$ cat config.mk
export PLATFORM = sky130hd
export DESIGN_NAME = la_capture_streamer
export DESIGN_NICKNAME = d
export VERILOG_FILES = /design/src/rtl/la_capture_streamer.sv
export SDC_FILE = /design/constraint.sdc
export NUM_CORES = 1
export LEC_CHECK = 0
export ABC_AREA = 1
export CORE_MARGIN = 4
export CORE_UTILIZATION = 50
export CTS_CLUSTER_DIAMETER = 150
export CTS_CLUSTER_SIZE = 16
export DETAILED_ROUTE_END_ITERATION = 10
export PLACE_DENSITY = 0.66
export REMOVE_ABC_BUFFERS = 1
export SYNTH_ARGS = -nofsm -noshare
export SYNTH_HDL_FRONTEND = slang
export SYNTH_SLANG_ARGS = --single-unit
$ cat constraint.sdc
create_clock -name i_clk -period 2.7 [get_ports i_clk]
set_input_delay 0.54 -clock i_clk [delete_from_list [all_inputs] [get_ports i_clk]]
set_output_delay 0.54 -clock i_clk [all_outputs]
set_load 0.05 [all_outputs]
$ cat src/rtl/la_capture_streamer.sv
// Trigger-armed 8-bit probe capture; streams SYNC, DEPTH-1, samples, XOR checksum to uart_tx.
// Outputs registered (strobe 1 cycle after TX_LOAD); waits in TX_LOAD while i_tx_active is high.
module la_capture_streamer #(
  parameter int          DEPTH_LOG2 = 6,
  parameter logic [7:0]  SYNC_BYTE  = 8'hA5
) (
  input  logic       i_clk,
  input  logic       i_rst,
  input  logic [7:0] i_probe,
  input  logic       i_sample_en,
  input  logic       i_arm,
  input  logic [7:0] i_trig_mask,
  input  logic [7:0] i_trig_value,
  input  logic       i_tx_active,
  output logic [7:0] o_tx_byte,
  output logic       o_tx_valid,
  output logic       o_armed,
  output logic       o_busy
);

  localparam int DEPTH = 2**DEPTH_LOG2;
  typedef logic [DEPTH_LOG2-1:0] addr_t;
  localparam addr_t      LAST_ADDR = addr_t'(DEPTH-1);
  localparam logic [8:0] LAST_IDX  = 9'(DEPTH+2);
  localparam logic [7:0] LEN_BYTE  = 8'(DEPTH-1);

  typedef enum logic [2:0] {
    S_IDLE, S_ARMED, S_CAPTURE, S_TX_LOAD, S_TX_ACK, S_TX_DONE
  } state_t;

  state_t     r_state;
  state_t     w_next;
  logic [7:0] r_mem [DEPTH];
  addr_t      r_addr;
  logic [7:0] r_csum;
  logic [8:0] r_idx;
  logic [7:0] r_tx_byte;
  logic       r_tx_valid;
  logic       r_armed;
  logic       r_busy;

  logic       w_match;
  logic       w_we;
  logic       w_clr;
  logic       w_load;
  logic       w_idx_inc;
  addr_t      w_rd_addr;
  logic [7:0] w_frame_byte;

  assign w_match = ((i_probe & i_trig_mask) == (i_trig_value & i_trig_mask));

  always_ff @(posedge i_clk or posedge i_rst) begin
    if (i_rst) r_state <= S_IDLE;
    else       r_state <= w_next;
  end

  always_comb begin
    w_next    = r_state;
    w_we      = 1'b0;
    w_clr     = 1'b0;
    w_load    = 1'b0;
    w_idx_inc = 1'b0;
    case (r_state)
      S_IDLE: begin
        if (i_arm) begin
          w_clr  = 1'b1;
          w_next = S_ARMED;
        end
      end
      S_ARMED: begin
        if (i_sample_en && w_match) begin
          w_we   = 1'b1;
          w_next = S_CAPTURE;
        end
      end
      S_CAPTURE: begin
        if (i_sample_en) begin
          w_we = 1'b1;
          if (r_addr == LAST_ADDR) w_next = S_TX_LOAD;
        end
      end
      S_TX_LOAD: begin
        if (!i_tx_active) begin
          w_load = 1'b1;
          w_next = S_TX_ACK;
        end
      end
      S_TX_ACK: begin
        if (i_tx_active) w_next = S_TX_DONE;
      end
      S_TX_DONE: begin
        if (!i_tx_active) begin
          if (r_idx == LAST_IDX) begin
            w_next = S_IDLE;
          end else begin
            w_idx_inc = 1'b1;
            w_next    = S_TX_LOAD;
          end
        end
      end
      default: w_next = S_IDLE;
    endcase
  end

  // Samples sit at frame indices 2..DEPTH+1, so the read address is index-2.
  assign w_rd_addr = addr_t'(r_idx - 9'd2);

  always_comb begin
    w_frame_byte = r_mem[w_rd_addr];
    if (r_idx == 9'd0)          w_frame_byte = SYNC_BYTE;
    else if (r_idx == 9'd1)     w_frame_byte = LEN_BYTE;
    else if (r_idx == LAST_IDX) w_frame_byte = r_csum;
  end

  always_ff @(posedge i_clk) begin
    if (w_we) r_mem[r_addr] <= i_probe;
  end

  always_ff @(posedge i_clk or posedge i_rst) begin
    if (i_rst) begin
      r_addr <= '0;
      r_csum <= '0;
      r_idx  <= '0;
    end else begin
      if (w_clr) begin
        r_addr <= '0;
        r_csum <= '0;
        r_idx  <= '0;
      end
      if (w_we) begin
        r_addr <= r_addr + addr_t'(1);
        r_csum <= r_csum ^ i_probe;
        if (w_next == S_TX_LOAD) r_idx <= '0;
      end
      if (w_idx_inc) r_idx <= r_idx + 9'd1;
    end
  end

  always_ff @(posedge i_clk or posedge i_rst) begin
    if (i_rst) begin
      r_tx_byte  <= '0;
      r_tx_valid <= 1'b0;
      r_armed    <= 1'b0;
      r_busy     <= 1'b0;
    end else begin
      r_tx_valid <= w_load;
      if (w_load) r_tx_byte <= w_frame_byte;
      r_armed    <= (w_next == S_ARMED);
      r_busy     <= (w_next != S_IDLE);
    end
  end

  assign o_tx_byte  = r_tx_byte;
  assign o_tx_valid = r_tx_valid;
  assign o_armed    = r_armed;
  assign o_busy     = r_busy;

endmodule

==> summary.txt <==
Critical path
  – Worst R2R Path Depth: 12
  – Critical Path Sink Type: register
  – Reg2reg end: o_tx_byte[6]
  – Critical Path Fanout Max: 8
  – Reg2reg setup slack: between 0.3 and 0.4 ns
  – Worst Path Required: between 2 and 3 ns
  – Setup CP Type: input port to register
  – Type of origin of the critical path: input port
  – R2r startpoint: r_idx[0]
  – Worst Path Arrival: 2.67 ns

Die
  – Die width: between 200 and 250 um
  – Row count: 78
  – Die Span Y: 224 um
  – Core area: approximately 46000 um^2
  – DIE AREA: approximately 50000 um^2
  – Initial core utilization: just over 50%
  – Num ports: 40

Logic synthesis
  – Distinct cells, synth: between 40 and 50
  – Post-synth top cells: edfxtp_1, nor2_1, nand2_1, nand3_1, o21ai_0
  – Synth top area share: 65.9%
  – Synth Cell Area: ~23000 um^2
  – Yosys reg bits: about 550
  – Avg Synthesized Cell Area: roughly 11 um^2
  – Mapped Cells: 2085
  – Synth top area cells: edfxtp_1, nor2_1, nand2_1
  – YS warnings: 0
  – Asr flop ratio synth: roughly 6.7%
  – Synth area leader: edfxtp_1
  – Ys flop type: edfxtp_1
  – Register area share after synthesis: roughly 70%
  – EDFF count, synth: slightly above 500
  – Count leader, synth: edfxtp_1

Clock tree
  – CTS tree: yes
  – CTS Buf Count: 40
  – Root buffer cell: clkbuf_16
  – Longest Clk Path Bufs: 3
  – Post-CTS setup buffer count: 0
  – CTS sink cnt: between 500 and 600
  – Clock transition at the registers of the reported paths: about 0.07 ns
  – Number of H-tree levels: 2
  – CTS hold repair buffers: 0
  – Cts repair resizes: 0
  – Worst skew pair latency: around 0.58 ns

Routing
  – Routed vias: around 16000
  – Routed Antenna Nets: 0
  – WL met3: slightly above 5000 um
  – Met2 wire len: between 20000 and 30000 um
  – Drt wl/cell: 21.5 um
  – Post-Route M1 WL: 24500 um
  – # DRC: 0
  – TritonRoute pass-1 iters: 5
  – DR vias/cell: 5.69
  – Top layer in use: met4
  – Routed Wire Length: around 60000 um
  – Iteration-0 DRC Markers: between 1500 and 2000

Placed design
  – Pre-CTS setup slack: -0.255 ns
  – Final HPWL DP: about 36000 um
  – Gpl congestion: between 0.9 and 1
  – PortBufs: 39
  – Placed Cells: 2731

Worst hold path
  – Hold wc startpoint: i_probe[3]
  – Hold crit path type: input port to register
  – Hold depth: 2
  – Hold path endpoint: r_mem[40][3]

Global routing
  – First-pass GRT wire length: around 90000 um
  – GRT Residual Overflow: 0
  – Number of antenna violations at the first check in global routing: 1
  – Largest net degree at the start of global routing: 97
  – Vias in the first global route: around 16000
  – Total track usage: about a quarter

Timing
  – WHS: between 0.3 and 0.4 ns
  – Clock Skews: 0.0279 ns
  – Tcrit/Tclk final: around nine tenths
  – Hold Vio Cnt, Final: 0
  – PnR worst setup slack: around 0.3 ns
  – Slew Limit Headroom: roughly a third
  – Fmax: 417 MHz
  – RSZ-0062 raised after global routing: false
  – Final Setup Violations: 0
  – Final-report max-slew violation count: 0
  – Post-route minimum period: around 2.4 ns
  – Slew @ Worst Pin: 1.01 ns

Final layout
  – Nets@finish: 2209
  – Layout cell share with drive strength beyond 1: slightly below 10%
  – Fin cells: 2790
  – Synth-to-Final Area Change: 11.9%
  – Fillers: 3736
  – Final Core Density: between 50% and 60%

Run
  – Max Cap Viol: 0

Power
  – Design Power: 20200 uW
  – Cell Pwr Density: 774 nW/um^2
  – Worst vdd ir: around 0.7 mV
  – Leakage Power: between 0.009 and 0.01 uW

Status
  – Run status: completed
==> sequential cells by signal, indices dropped and copies added, names as in the netlist <==
| signal | cells |
|---|---|
| r_mem | 512 |
| r_idx | 9 |
| o_tx_byte | 8 |
| r_csum | 8 |
| r_addr | 6 |
| r_state | 3 |
| o_armed | 1 |
| o_busy | 1 |
| o_tx_valid | 1 |
==> critical path, cell delays in order <==
cell and delay, ns:
clkdlybuf4s50_1 0.41, or2_1 0.21, nand3_1 0.06, o21ai_1 0.06, nor3_1 0.21, nand3_1 0.19, nand2_2 0.23, buf_12 0.16
nand2_2 0.23, nor2_1 0.18, buf_4 0.18
==> cell type report <==
| cell class | instances | area (um^2) | area share [%] |
|---|---|---|---|
| tap | 600 | 751 | 2.88 |
| clock buffer | 55 | 1060 | 4.05 |
| multi-input combinational | 1340 | 6120 | 23.5 |
| antenna | 1 | 2.50 | 0.00959 |
| sequential | 549 | 16300 | 62.5 |
| clock inverter | 3 | 41.3 | 0.158 |
| inverter | 85 | 329 | 1.26 |
| timing repair buffer | 157 | 1490 | 5.70 |
==> layout by cell type (no fill, tap or decap), types with 2 or more instances in the layout <==
| cell | n |
|---|---|
| clkinv_8 | 2 |
| nand4_2 | 3 |
| o32ai_1 | 2 |
| ha_1 | 6 |
| inv_6 | 2 |
| clkbuf_1 | 15 |
| clkdlybuf4s50_1 | 31 |
| or2_1 | 3 |
| nor3_1 | 15 |
| buf_4 | 98 |
| dfrtp_4 | 2 |
| nand2_2 | 8 |
| o21ai_0 | 163 |
| inv_4 | 2 |
| o22ai_1 | 5 |
| a32o_1 | 2 |
| inv_1 | 70 |
| nand4_1 | 4 |
| inv_2 | 11 |
| buf_12 | 20 |
| dfrtp_1 | 35 |
| nor2_8 | 2 |
| buf_2 | 8 |
| o211ai_1 | 20 |
| o31ai_1 | 4 |
| nor2_1 | 405 |
| xor2_1 | 11 |
| clkbuf_16 | 40 |
| nand3_1 | 242 |
| o21ai_1 | 47 |
| edfxtp_1 | 512 |
| a21oi_1 | 15 |
| nor3_2 | 2 |
| nand2_1 | 362 |
| nand2_4 | 3 |
==> worst max path at each step <==
stage	start	end	slack, ns	cells past startpoint
after floorplan	r_idx[0]	r_idx[0]	-6.79	10
after global placement	i_trig_value[4]	r_mem[9][3]	-0.26	11
after detailed placement	i_trig_value[4]	r_mem[9][7]	-0.25	11
after CTS	r_idx[1]	o_busy	0.32	11
after global routing	i_trig_value[4]	r_mem[57][0]	0.09	11
final	i_trig_value[4]	r_mem[49][3]	0.30	11
==> routing by layer <==
metal	vias up	global-route usage, %
li1	7384	-
met1	7642	32.7
met2	721	37.9
met3	140	3.75
met4	0	9.56
met5	-	0
==> power breakdown <==
group	switching [uW]	leakage (uW)	internal, uW
combinational	3520	0.00383	1520
sequential	181	0.00509	9480
clock	2760	0.000529	2740
total	6460	0.00944	13700
==> cell families after synthesis <==
family | Yosys count | share of synthesized area, %
compound gates | 263 | 6.10
xor+xnor | 15 | 0.708
fa+ha+maj | 7 | 0.375
buf+inv | 196 | 3.88
flops | 549 | 69.9
simple gates | 1055 | 19.1
==> metrics by stage <==
step / TNS (ns) / cell area, um^2
2_1_floorplan: -128.73 / 22700
3_3_place_gp: -87.20 / 25000
3_5_place_dp: -87.99 / 25000
4_1_cts: 0 / 26100
5_1_grt: 0 / 26100
6_report: 0 / 26100
(Power assumes the default switching activity.)
